<file path="config.mk">
export PLATFORM = sky130hd
export DESIGN_NAME = fifo1c_rd_stream
export DESIGN_NICKNAME = d
export VERILOG_FILES = /design/src/rtl/fifo1c_rd_stream.sv
export SDC_FILE = /design/constraint.sdc
export NUM_CORES = 1
export LEC_CHECK = 0
export ABC_AREA = 1
export CORE_MARGIN = 2
export CORE_UTILIZATION = 50
export CTS_BUF_LIST = sky130_fd_sc_hd__clkbuf_4 sky130_fd_sc_hd__clkbuf_8 sky130_fd_sc_hd__clkbuf_16
export DETAILED_ROUTE_END_ITERATION = 6
export PLACE_DENSITY = 0.8
export SLEW_MARGIN = 10
export SYNTH_ARGS = -nofsm -noshare
export SYNTH_HDL_FRONTEND = slang
export SYNTH_SLANG_ARGS = --single-unit
</file>
<file path="constraint.sdc">
create_clock -name clk -period 5.82 [get_ports clk]
set_input_delay 0.582 -clock clk [delete_from_list [all_inputs] [get_ports clk]]
set_output_delay 0.582 -clock clk [all_outputs]
set_load 0.02 [all_outputs]
</file>
<file path="src/rtl/fifo1c_rd_stream.sv">
// rtl/fifo1c_rd_stream.sv - fifo1c read-side drain engine with latency-absorbing holding buffer
module fifo1c_rd_stream #(
    parameter int DATA_WIDTH = 108,
    parameter int RD_LATENCY = 1,
    parameter int BUF_DEPTH  = 2
) (
    input  logic                  clk,
    input  logic                  rst,
    input  logic                  fifo_empty,
    input  logic [DATA_WIDTH-1:0] fifo_q,
    output logic                  fifo_rdreq,
    output logic                  out_valid,
    output logic [DATA_WIDTH-1:0] out_data,
    input  logic                  out_ready,
    input  logic                  flush,
    input  logic                  cnt_clr,
    output logic                  idle,
    output logic [31:0]           cnt_out
);

    // Pointer width stays at least one bit so a single-entry buffer still elaborates.
    localparam int PTR_W  = (BUF_DEPTH > 1) ? $clog2(BUF_DEPTH) : 1;
    localparam int OCC_W  = $clog2(BUF_DEPTH + 1);
    localparam int INFL_W = $clog2(RD_LATENCY + 2);
    localparam int SUM_W  = OCC_W + 2;
    localparam logic [PTR_W-1:0] PTR_LAST = PTR_W'(BUF_DEPTH - 1);

    logic [DATA_WIDTH-1:0] mem [BUF_DEPTH];
    logic [PTR_W-1:0]      wr_ptr;
    logic [PTR_W-1:0]      rd_ptr;
    logic [OCC_W-1:0]      occ;
    logic [INFL_W-1:0]     infl;
    logic                  ret_valid;
    logic                  pop;
    logic [SUM_W-1:0]      credit_used;

    function automatic logic [PTR_W-1:0] ptr_inc(input logic [PTR_W-1:0] p);
        return (p == PTR_LAST) ? '0 : p + 1'b1;
    endfunction

    // A pop in the flush cycle is void: it neither moves the buffer nor counts.
    assign pop = out_valid & out_ready & ~flush;

    // Credit: entries held plus reads still returning, minus the slot freed this cycle.
    always_comb begin
        credit_used = SUM_W'(occ) + SUM_W'(infl) - SUM_W'(pop);
    end

    assign fifo_rdreq = ~fifo_empty & ~flush & ~rst & (credit_used < SUM_W'(BUF_DEPTH));

    assign out_valid = (occ != '0);
    assign out_data  = mem[rd_ptr];
    assign idle      = (occ == '0) & (infl == '0);

    generate
        if (RD_LATENCY == 0) begin : g_show_ahead
            // Show-ahead FIFO: the word is on fifo_q in the request cycle itself.
            assign ret_valid = fifo_rdreq;
            assign infl      = '0;
        end else begin : g_pipe
            logic [RD_LATENCY-1:0] sr_vld;
            logic [RD_LATENCY-1:0] sr_dsc;

            // Track each outstanding read; a flush tags everything in flight for discard.
            always_ff @(posedge clk) begin
                if (rst) begin
                    sr_vld <= '0;
                    sr_dsc <= '0;
                end else begin
                    sr_vld[0] <= fifo_rdreq;
                    sr_dsc[0] <= 1'b0;
                    for (int i = 1; i < RD_LATENCY; i++) begin
                        sr_vld[i] <= sr_vld[i-1];
                        sr_dsc[i] <= sr_vld[i-1] & (sr_dsc[i-1] | flush);
                    end
                end
            end

            assign ret_valid = sr_vld[RD_LATENCY-1] & ~sr_dsc[RD_LATENCY-1];

            // Discarded reads still count as in flight until they retire.
            always_comb begin
                infl = '0;
                for (int i = 0; i < RD_LATENCY; i++) begin
                    infl = infl + INFL_W'(sr_vld[i]);
                end
            end
        end
    endgenerate

    // Holding buffer: capture returning words, retire accepted ones, empty on flush.
    always_ff @(posedge clk) begin
        if (rst) begin
            occ    <= '0;
            wr_ptr <= '0;
            rd_ptr <= '0;
            for (int i = 0; i < BUF_DEPTH; i++) begin
                mem[i] <= '0;
            end
        end else if (flush) begin
            occ    <= '0;
            wr_ptr <= '0;
            rd_ptr <= '0;
        end else begin
            if (ret_valid) begin
                mem[wr_ptr] <= fifo_q;
                wr_ptr      <= ptr_inc(wr_ptr);
            end
            if (pop) begin
                rd_ptr <= ptr_inc(rd_ptr);
            end
            if (ret_valid & ~pop) begin
                occ <= occ + 1'b1;
            end else if (~ret_valid & pop) begin
                occ <= occ - 1'b1;
            end
        end
    end

    // Accepted-word counter for the stats path; clear wins over a same-cycle pop.
    always_ff @(posedge clk) begin
        if (rst || cnt_clr) begin
            cnt_out <= '0;
        end else if (pop) begin
            cnt_out <= cnt_out + 32'd1;
        end
    end

endmodule

</file>
# [Word-level counts from Yosys, hierarchy flattened]
# Memories as Yosys holds them, arrays and structs flattened. A register that Yosys moved wholly into a read port is not among the register bits.
# Index checks and enable logic that the tools add are counted.
[op_classes] mux=15 addsub=7 n_lt_le_gt_ge=1 n_bitwise=13 reduce_logical=7
[ops] cell="108-bit two-way mux" count=1
[ops] cell="108-bit OR reduction" count=1
[ops] cell="32-bit by 1-bit adder with 32-bit output, second input constant" count=1
[ops] cell="1-bit two-way mux" count=12
[ops] cell="1-bit bitwise AND" count=8
[ops] cell="1-bit NOT" count=5
[ops] cell="2-bit logical NOT" count=2
[ops] cell="4-bit by 2-bit < comparator with 1-bit output, second input constant" count=1
[ops] cell="2-bit two-way mux" count=2
[ops] cell="2-bit nonzero test" count=2
[ops] cell="3-bit by 1-bit subtractor with 4-bit output" count=1
[ops] cell="2-bit by 1-bit adder with 3-bit output" count=1
[ops] cell="1-bit adder, second input constant" count=2
[ops] cell="2-bit by 1-bit adder with 2-bit output, second input constant" count=1
[ops] cell="2-bit OR reduction" count=1
[ops] cell="2-bit by 1-bit subtractor with 2-bit output, second input constant" count=1
[ops] cell="1-bit logical OR" count=1
[totals] mem_count=1 inputBits=114 word_cells=49 ramBits=216 out_inout_bits=143 register_bits=37
[memory_table] name="mem" words=2 width=108 read_ports=1 rd_ports_with_merged_regs=1 write_ports=2 line_no="28" rtl="logic [DATA_WIDTH-1:0] mem [BUF_DEPTH];"

# [Logic depth before layout (Yosys ltp)]
# Gate-level depths: netlist of run 1.
[logic_depth] depth_word=6 depth_mapped=11 ltp_nobuf=11

# [Worst setup path before layout of run 1]
# Ideal clock, no wire load.
[synth_timing] kind="input-to-reg" startpoint="input port flush" endpoint="memory mem[1][0], enable pin" n_path_buf=3 required_time_ps=5349 path_stages=6 t_arrival_ps=3748 setup_slack_ps=1601 setup_time_ps=471 cell_sequence="nor2_1 -> nand3_1 -> buf_2 -> buf_2 -> buf_4 -> nand2_1"
[synth_rtl] item="start: declaration" line_no="15" rtl="input logic flush,"
[synth_rtl] item="end: declaration" line_no="28"

# [Worst setup path in the final report of run 1]
[layout_timing] startpoint="input port out_ready" endpoint="output port fifo_rdreq"
[layout_between] elab_chain_cells=5
[layout_lines] item="start: declaration" line_no="14" rtl="input logic out_ready,"
[layout_lines] item="1-bit bitwise AND (2 in series)" line_no="42" rtl="assign pop = out_valid & out_ready & ~flush;"
[layout_lines] item="3-bit by 1-bit subtractor with 4-bit output" line_no="46" rtl="credit_used = SUM_W'(occ) + SUM_W'(infl) - SUM_W'(pop);"
[layout_lines] item="4-bit by 2-bit < comparator with 1-bit output" line_no="49" rtl="assign fifo_rdreq = ~fifo_empty & ~flush & ~rst & (credit_used < SUM_W'(BUF_DEPTH));"
[layout_lines] item="1-bit bitwise AND" line_no="49"
[layout_lines] item="end: declaration" line_no="11" rtl="output logic fifo_rdreq,"
# Every way passes these cells.

==> summary.md, run 1 <==
| Metric | Value |
|---|---|
| Hold wc startpoint | rd_ptr |
| Routed via count divided by cell count | ~5 |
| DR WL/cell | 17.04 µm |
| Yosys top cell by area | sky130_fd_sc_hd__edfxtp_1 |
| Multi-input combinational cell area | around 3200 µm² |
| Number of sinks handled by clock tree synthesis | 254 |
| Beginning of the critical path | out_ready |
| Vias post-DR | 7869 |
| Layout Cells excl Fill | between 1500 and 2000 |
| Time the final worst path needs with I/O delays and setup | between 3 and 4 ns |
| Count of H-tree levels built during CTS | 1 |
| Boundary Pins | 257 |
| Final setup violation count | 0 |
| Highest attainable clock frequency | about 260 MHz |
| Worst Setup Slack, final | 1.970 ns |
| NetSw | approximately 860 µW |
| Combinational group share of total power | 0.089 |
| Routed Wire Length | 26720 µm |
| Reg2Reg Launch Point | g_pipe.sr_vld |
| Chip width | 153.6 µm |
| Fraction of the cycle the final worst path needs | 0.6615 |
| Final hold violations | 0 |
| Pwr/cell area | 272.0 nW/µm² |
| Standard cell core area | 21890 µm² |
| VDD IR-drop max | approximately 0.00020 V |
| Die span in y | between 150 and 200 µm |
| Clk Latency, worst-skew pair | 0.51 ns |
| Final antenna-violating net count | 0 |
| Buffers from clock root to sink, at most | 3 |
| Clock-pin slew on the worst setup and hold paths | 0.06 ns |
| Largest net degree at the start of global routing | 76 |
| Summed instance area of the synthesized netlist | 11190 µm² |
| Sw Share | 0.2108 |
| Post-CTS setup buffer count | 0 |
| RSZ-0062 raised after global routing | false |
| Total number of yosys warnings | 0 |
| Synthesized instance count | about 1000 |
| GRT Overall Usage | 0.2192 |
| Post-synthesis sequential area ratio | 0.6474 |
| Hold_buf cts | 0 |
| Remaining Overflow, GRT | 0 |
| Number of synthesized register bits | roughly 250 |
| Power after layout | 4.057 mW |
| Internal reg-to-reg setup slack | 3.23 ns |
| Reg area | just over 7000 µm² |
| Share of the synthesized area in the top cell type | 0.5794 |
| Number of cells upsized or downsized after cts | 0 |
| CTS Buf Count | 26 |
| Placement Cell Area | around 14000 µm² |
| Number of remaining DRC errors | 0 |
| Dpl ws | 1.881 ns |
| Layout net count | 1387 |
| Worst clock skew on the final layout | 0.009166 ns |
| Data required time of the worst path | 5.24 ns |
| Max_cap viols | 0 |
| Depth of the worst register-to-register path | 3 |
| Number of global-route vias before repair | roughly 7900 |
| Routability-driven placement congestion ratio | ~0.9 |
| TritonCTS clock tree | built |
| Number of antenna violations at the first check in global routing | 3 |
| Finished Cell Area | 14910 µm² |
| Fill cell count | 1536 |
| Worst Setup EP | fifo_rdreq |
| Biggest fanout along the worst timing path | 10 |
| First drt pass iteration count | 7 |
| Cell types with the largest area share after synthesis | sky130_fd_sc_hd__edfxtp_1 58%, sky130_fd_sc_hd__mux2_2 11%, sky130_fd_sc_hd__nor2_1 9.4% |
| Unique cell type count in the Yosys netlist | 31 |
| Share of post-route cells with drive strength above 1 | 0.1369 |
| Proportion of power drawn by flip-flops and latches | 0.505 |
| Actual transition at the worst max-transition pin | 0.7894 ns |
| Outcome | completed |
| Pleak | between 6 and 7 nW |
| Category of the most critical setup path | input port to primary output |
| Starting Density | 0.5114 |
| Total internal power | ~3.2 mW |
| Row count | 54 |
| HP Class | flop to flop |
| Worst R2R End | mem[1][57] |
| Buffers added on ports | 256 |
| Capturing element type of the critical path | primary output |
| Area of the die | 23600 µm² |
| Startpoint kind of the worst setup timing path | input port |
| Clock share of power | 0.406 |
| DRT iter0 DRCs | around 490 |
| Synthesized area divided by synthesized cell count | 11.03 µm² |
| Slew margin rel. | 0.4737 |
| Synthesized Nets | 1134 |
| Half-perimeter wire length after detailed placement | 17840 µm |
| First-pass GRT wire length | 41200 µm |
| Clock root cell | sky130_fd_sc_hd__clkbuf_16 |
| Number of placed cells counting well taps | 1520 |
| P&R area growth vs syn | 33.22% |
| Final-report max-slew violation count | 0 |
| Arrival time worst endpoint | 3.27 ns |
| Final setup TNS | 0 ns |
[power groups by stage]
stage                     Clock [mW]  Combinational (mW)  Sequential (mW)
after floorplan                    0               0.164             2.09
after global routing            1.75               0.384             2.05
after CTS                       1.68               0.364             2.05
final                           1.65               0.361             2.05
after detailed placement           0               0.360             2.09
after global placement             0               0.359             2.08
[synthesized netlist by cell type (all sizes together)]
cell type  number
fa              1
o21bai          3
mux2          108
edfxtp        216
a31oi           1
nor3            4
ha              4
nand3          22
inv           162
o21a            3
xor2            2
a21oi          19
nor2          283
buf            18
dfxtp          38
nor3b           1
and3            2
nand4           9
nand2          80
clkbuf         21
o21ai          18
[kinds of logic after synthesis]
family | synth area share
multiplexers | 0.1086
AND/OR/NAND/NOR | 0.1456
XOR/XNOR | 0.001565
adder cells (fa/ha/maj) | 0.006259
flip-flops | 0.6474
buffers and inverters | 0.06941
AO/OA/AOI/OAI | 0.02112
[metal layers]
metal	vias to the layer above	part of all wire	GRT usage
met1	3726	0.40	0.2727
met5	-	0.00049	0
li1	3808	-	-
met2	284	0.50	0.3856
met3	49	0.077	0.05073
met4	2	0.023	0.05985
[metrics by stage]
step	utilization	hold WS [ns]
after floorplan	-	0.4475
after global placement	0.6418	0.4555
after detailed placement	0.6418	0.4627
after CTS	0.6810	0.4741
after global routing	0.6812	0.5162
final	0.6812	0.4759
[worst min-delay path by stage]
stage / cells past startpoint / slack (ns) / endpoint
global placement: 2 / 0.46 / flop
floorplan: 2 / 0.45 / flop
CTS: 2 / 0.47 / flop
finish: 2 / 0.48 / flop
global route: 2 / 0.52 / rd_ptr
detailed placement: 2 / 0.46 / flop
[registers in the layout, indices dropped and copies added, names as in the netlist, named ones only]
register / flops
mem: 216
cnt_out: 32
occ: 2
g_pipe.sr_vld: 1
rd_ptr: 1
wr_ptr: 1
[cell usage in the layout (no fill, tap or decap), types with 8 or more instances in the layout]
cell type                         netlist  routed
sky130_fd_sc_hd__o21ai_0               17      17
sky130_fd_sc_hd__edfxtp_1             216     216
sky130_fd_sc_hd__nand4_1                8       8
sky130_fd_sc_hd__mux2_2               108     108
sky130_fd_sc_hd__inv_1                159     159
sky130_fd_sc_hd__clkdlybuf4s50_1        0     256
sky130_fd_sc_hd__a21oi_1               19      19
sky130_fd_sc_hd__dfxtp_1               38      37
sky130_fd_sc_hd__nand3_1               21      20
sky130_fd_sc_hd__nor2_1               279     279
sky130_fd_sc_hd__nand2_1               77      74
sky130_fd_sc_hd__clkbuf_16              0      27
[area by class of cell]
class	instances	share of cell area
Antenna cell	2	0.0003356
Clock buffer	35	0.05059
Clock inverter	11	0.006964
Multi-Input combinational cell	560	0.2149
Inverter	162	0.04078
Tap cell	280	0.02349
Timing Repair Buffer	264	0.1767
Sequential cell	254	0.4862
[worst max-delay path, stage by stage]
cell and delay [ns]:
sky130_fd_sc_hd__clkdlybuf4s50_1 0.57, sky130_fd_sc_hd__nand3_4 0.19, sky130_fd_sc_hd__ha_1 0.35, sky130_fd_sc_hd__inv_1 0.05, sky130_fd_sc_hd__nand2_1 0.08, sky130_fd_sc_hd__inv_1 0.07, sky130_fd_sc_hd__fa_1 0.40, sky130_fd_sc_hd__o21ai_0 0.17
sky130_fd_sc_hd__and3_1 0.19, sky130_fd_sc_hd__clkdlybuf4s50_1 0.61
(Power assumes the default switching activity.)
==> run 2: changes to the inputs <==
- clock period: 5.82 -> 3.8 ns (I/O delays scaled with it)
==> summary.md, run 2 (synthesis results as in run 1) <==
| Metric | Value |
|---|---|
| Clock share of power | 0.412 (+0.006) |
| Proportion of power drawn by flip-flops and latches | 0.500 (-0.005) |
| Remaining Overflow, GRT | 0 (unchanged) |
| GRT Overall Usage | 0.2271 (+0.007892) |
| Critical path's most frequent cell | sky130_fd_sc_hd__inv_1 |
| Clock-pin slew on the worst setup and hold paths | 0.06 ns (about the same) |
| Post-CTS setup buffer count | 0 (unchanged) |
| Buffers added on ports | 256 (unchanged) |
| Max_cap viols | 0 (unchanged) |
| Area of the die | 23600 µm² (unchanged) |
| Cell depth of the worst setup path | 11 (+1) |
| Max FFs per register | 216 (unchanged) |
| Internal reg-to-reg setup slack | 1.49 ns (-1.74 ns) |
| Final setup violation count | 0 (unchanged) |
| Standard cell core area | 21890 µm² (unchanged) |
| Most frequent standard cell in the layout excluding fill and tap cells | sky130_fd_sc_hd__nor2_1 |
| Clock root cell | sky130_fd_sc_hd__clkbuf_16 |
| Share of post-route cells with drive strength above 1 | 0.1429 (+0.005999) |
| Die span in y | 153.6 µm (unchanged) |
| Worst Setup Slack, final | 0.4240 ns (-1.546 ns) |
| Dpl ws | 0.5154 ns (-1.365 ns) |
| HP Class | flop to flop |
| Chip width | 153.6 µm (unchanged) |
| Total internal power | 4.968 mW (+55%) |
| First-pass GRT wire length | 42840 µm (+4.0%) |
| CTS Buf Count | 27 (+3.8%) |
| Sw Share | 0.2090 (-0.001776) |
| Biggest fanout along the worst timing path | 4 (-6) |
| Actual transition at the worst max-transition pin | 0.8998 ns (+0.1104 ns) |
| Slew margin rel. | 0.4001 (-0.07362) |
| Half-perimeter wire length after detailed placement | 18120 µm (+1.6%) |
| NetSw | 1.313 mW (+53%) |
| Capturing element type of the critical path | primary output |
| Depth of the worst register-to-register path | 6 (+3) |
| First drt pass iteration count | 5 (-2) |
| Row count | 54 (unchanged) |
| Time the final worst path needs with I/O delays and setup | 3.376 ns |
| Final-report max-slew violation count | 0 (unchanged) |
| Data required time of the worst path | 3.42 ns (-1.82 ns) |
| Count of H-tree levels built during CTS | 1 (unchanged) |
| Combinational group share of total power | 0.089 (about the same) |
| Vias post-DR | 8049 (+2.3%) |
| Hold wc startpoint | rd_ptr |
| Top flop regs | mem (216), cnt_out (32), occ (2) |
| Highest attainable clock frequency | ~300 MHz |
| VDD IR-drop max | 0.0002377 V (+18%) |
| Startpoint kind of the worst setup timing path | flop |
| Reg2Reg Launch Point | g_pipe.sr_vld |
| Boundary Pins | 257 (unchanged) |
| Category of the most critical setup path | flop to primary output |
| Pwr/cell area | 418.1 nW/µm² (+54%) |
| DR WL/cell | 17.43 µm (+2.3%) |
| Buffers from clock root to sink, at most | 3 (unchanged) |
| Top library cells by usage in the layout, fill and taps aside | 279 x sky130_fd_sc_hd__nor2_1, 256 x sky130_fd_sc_hd__clkdlybuf4s50_1, 216 x sky130_fd_sc_hd__edfxtp_1, 159 x sky130_fd_sc_hd__inv_1, 108 x sky130_fd_sc_hd__mux2_2 |
| DRT iter0 DRCs | 513 (+4.3%) |
| Worst clock skew on the final layout | 0.01869 ns (+0.009523 ns) |
| Number of remaining DRC errors | 0 (unchanged) |
| Starting Density | 0.5114 (unchanged) |
| Final setup TNS | 0 ns (unchanged) |
| Pleak | 6.110 nW (+0.99%) |
| Layout net count | 1395 (+0.58%) |
| Cells along the critical path | inv_2 -> nand2_4 -> nand3_4 -> ha_1 -> inv_1 -> nand2_1 -> inv_1 -> fa_1 -> o21ai_0 -> and3_1 -> clkdlybuf4s50_1 |
| Worst R2R End | mem[0][51] |
| Hold_buf cts | 0 (unchanged) |
| Number of antenna violations at the first check in global routing | 0 (-3) |
| Largest net degree at the start of global routing | 79 (+3.9%) |
| Number of sinks handled by clock tree synthesis | 254 (unchanged) |
| Arrival time worst endpoint | 3.00 ns (-0.27 ns) |
| Final hold violations | 0 (unchanged) |
| Combined buffer and inverter count along the critical path | 4 (unchanged) |
| Family with the most delay on the worst path | buffers and inverters |
| TritonCTS clock tree | built |
| Antenna fix cells | 0 (-2) |
| Routed Wire Length | 27450 µm (+2.7%) |
| RSZ-0062 raised after global routing | false |
| Routed via count divided by cell count | 5.110 (+1.8%) |
| Layer with the highest usage | met2 |
| Fraction of the cycle the final worst path needs | 0.8884 |
| Outcome | completed |
| Met2 track utilization from global routing | 0.4036 (+0.01799) |
| Number of global-route vias before repair | 8116 (+3.0%) |
| Global-route met1 utilization | 0.2844 (+0.01175) |
| Met3 track demand over resource | 0.04904 (-0.001691) |
| Clk Latency, worst-skew pair | 0.52 ns (about the same) |
| Routability-driven placement congestion ratio | 0.8694 (-2.1%) |
| Hold Crit Depth | 2 (unchanged) |
| Largest register by flop count | mem |
| Final antenna-violating net count | 0 (unchanged) |
| Slowest cell on crit path | sky130_fd_sc_hd__clkdlybuf4s50_1 |
| CP peak stage delay | 0.62 ns (about the same) |
| Number of cells upsized or downsized after cts | 0 (unchanged) |
| P&R area growth vs syn | 34.18% |
-- run 2: cell types whose count changed in the layout (fill, tap and decap cells not counted) --
cell                         delta
sky130_fd_sc_hd__buf_12         +3
sky130_fd_sc_hd__diode_2        -2
sky130_fd_sc_hd__clkbuf_4       +6
sky130_fd_sc_hd__clkinvlp_4     -1
sky130_fd_sc_hd__clkinv_2       -3
sky130_fd_sc_hd__buf_4          +4
-- run 2: power groups by stage --
stage,logic [mW],clock network (mW),registers (mW)
3_3_place_gp,0.550,0,3.19
6_report,0.558,2.58,3.14
5_1_grt,0.593,2.73,3.15
4_1_cts,0.562,2.62,3.14
3_5_place_dp,0.556,0,3.20
2_1_floorplan,0.251,0,3.19
-- run 2: stage by stage --
stage	hold WS [ns]	total power, mW	std cells	instance area [µm²]	util
after CTS	0.4747	6.321	1575	15020	0.6862
final	0.4731	6.280	1575	15020	0.6862
after floorplan	0.4475	3.442	1015	11200	-
after global placement	0.4496	3.737	1527	14140	0.6459
after global routing	0.5063	6.465	1575	15020	0.6862
after detailed placement	0.4608	3.752	1527	14140	0.6459
-- run 2: tightest hold or removal path, delay by kind of cell, from the launching register on --
family	cells	cell delay [ns]
buffers and inverters	1	0.08
DFF	1	0.30
AOI/OAI and AO/OA	1	0.06
-- run 2: per-layer routing --
layer	up-vias	routed length (µm)	share of wire
li1	3824	-	-
met1	3895	10750	0.39
met2	293	14010	0.51
met3	37	2145	0.078
met4	0	544	0.020
met5	-	0	0
-- run 2: layout make-up --
| cell class | instances | area, µm² |
|---|---|---|
| Clock buffer | 41 | 799.5 |
| Tap cell | 280 | 350.3 |
| Sequential cell | 254 | 7251 |
| Clock inverter | 7 | 81.33 |
| Inverter | 162 | 608.1 |
| Fill cell | 1632 | 6870 |
| Multi-Input combinational cell | 560 | 3206 |
| Timing Repair Buffer | 271 | 2725 |
-- run 2: worst max path at each step --
stage / from / endpoint / slack [ns]
global route: occ[0] / fifo_rdreq / 0.28
CTS: occ[0] / fifo_rdreq / 0.40
detailed placement: flush / fifo_rdreq / 0.52
finish: occ[0] / fifo_rdreq / 0.42
floorplan: flush / mem[1][0] / 0.86
global placement: flush / fifo_rdreq / 0.55
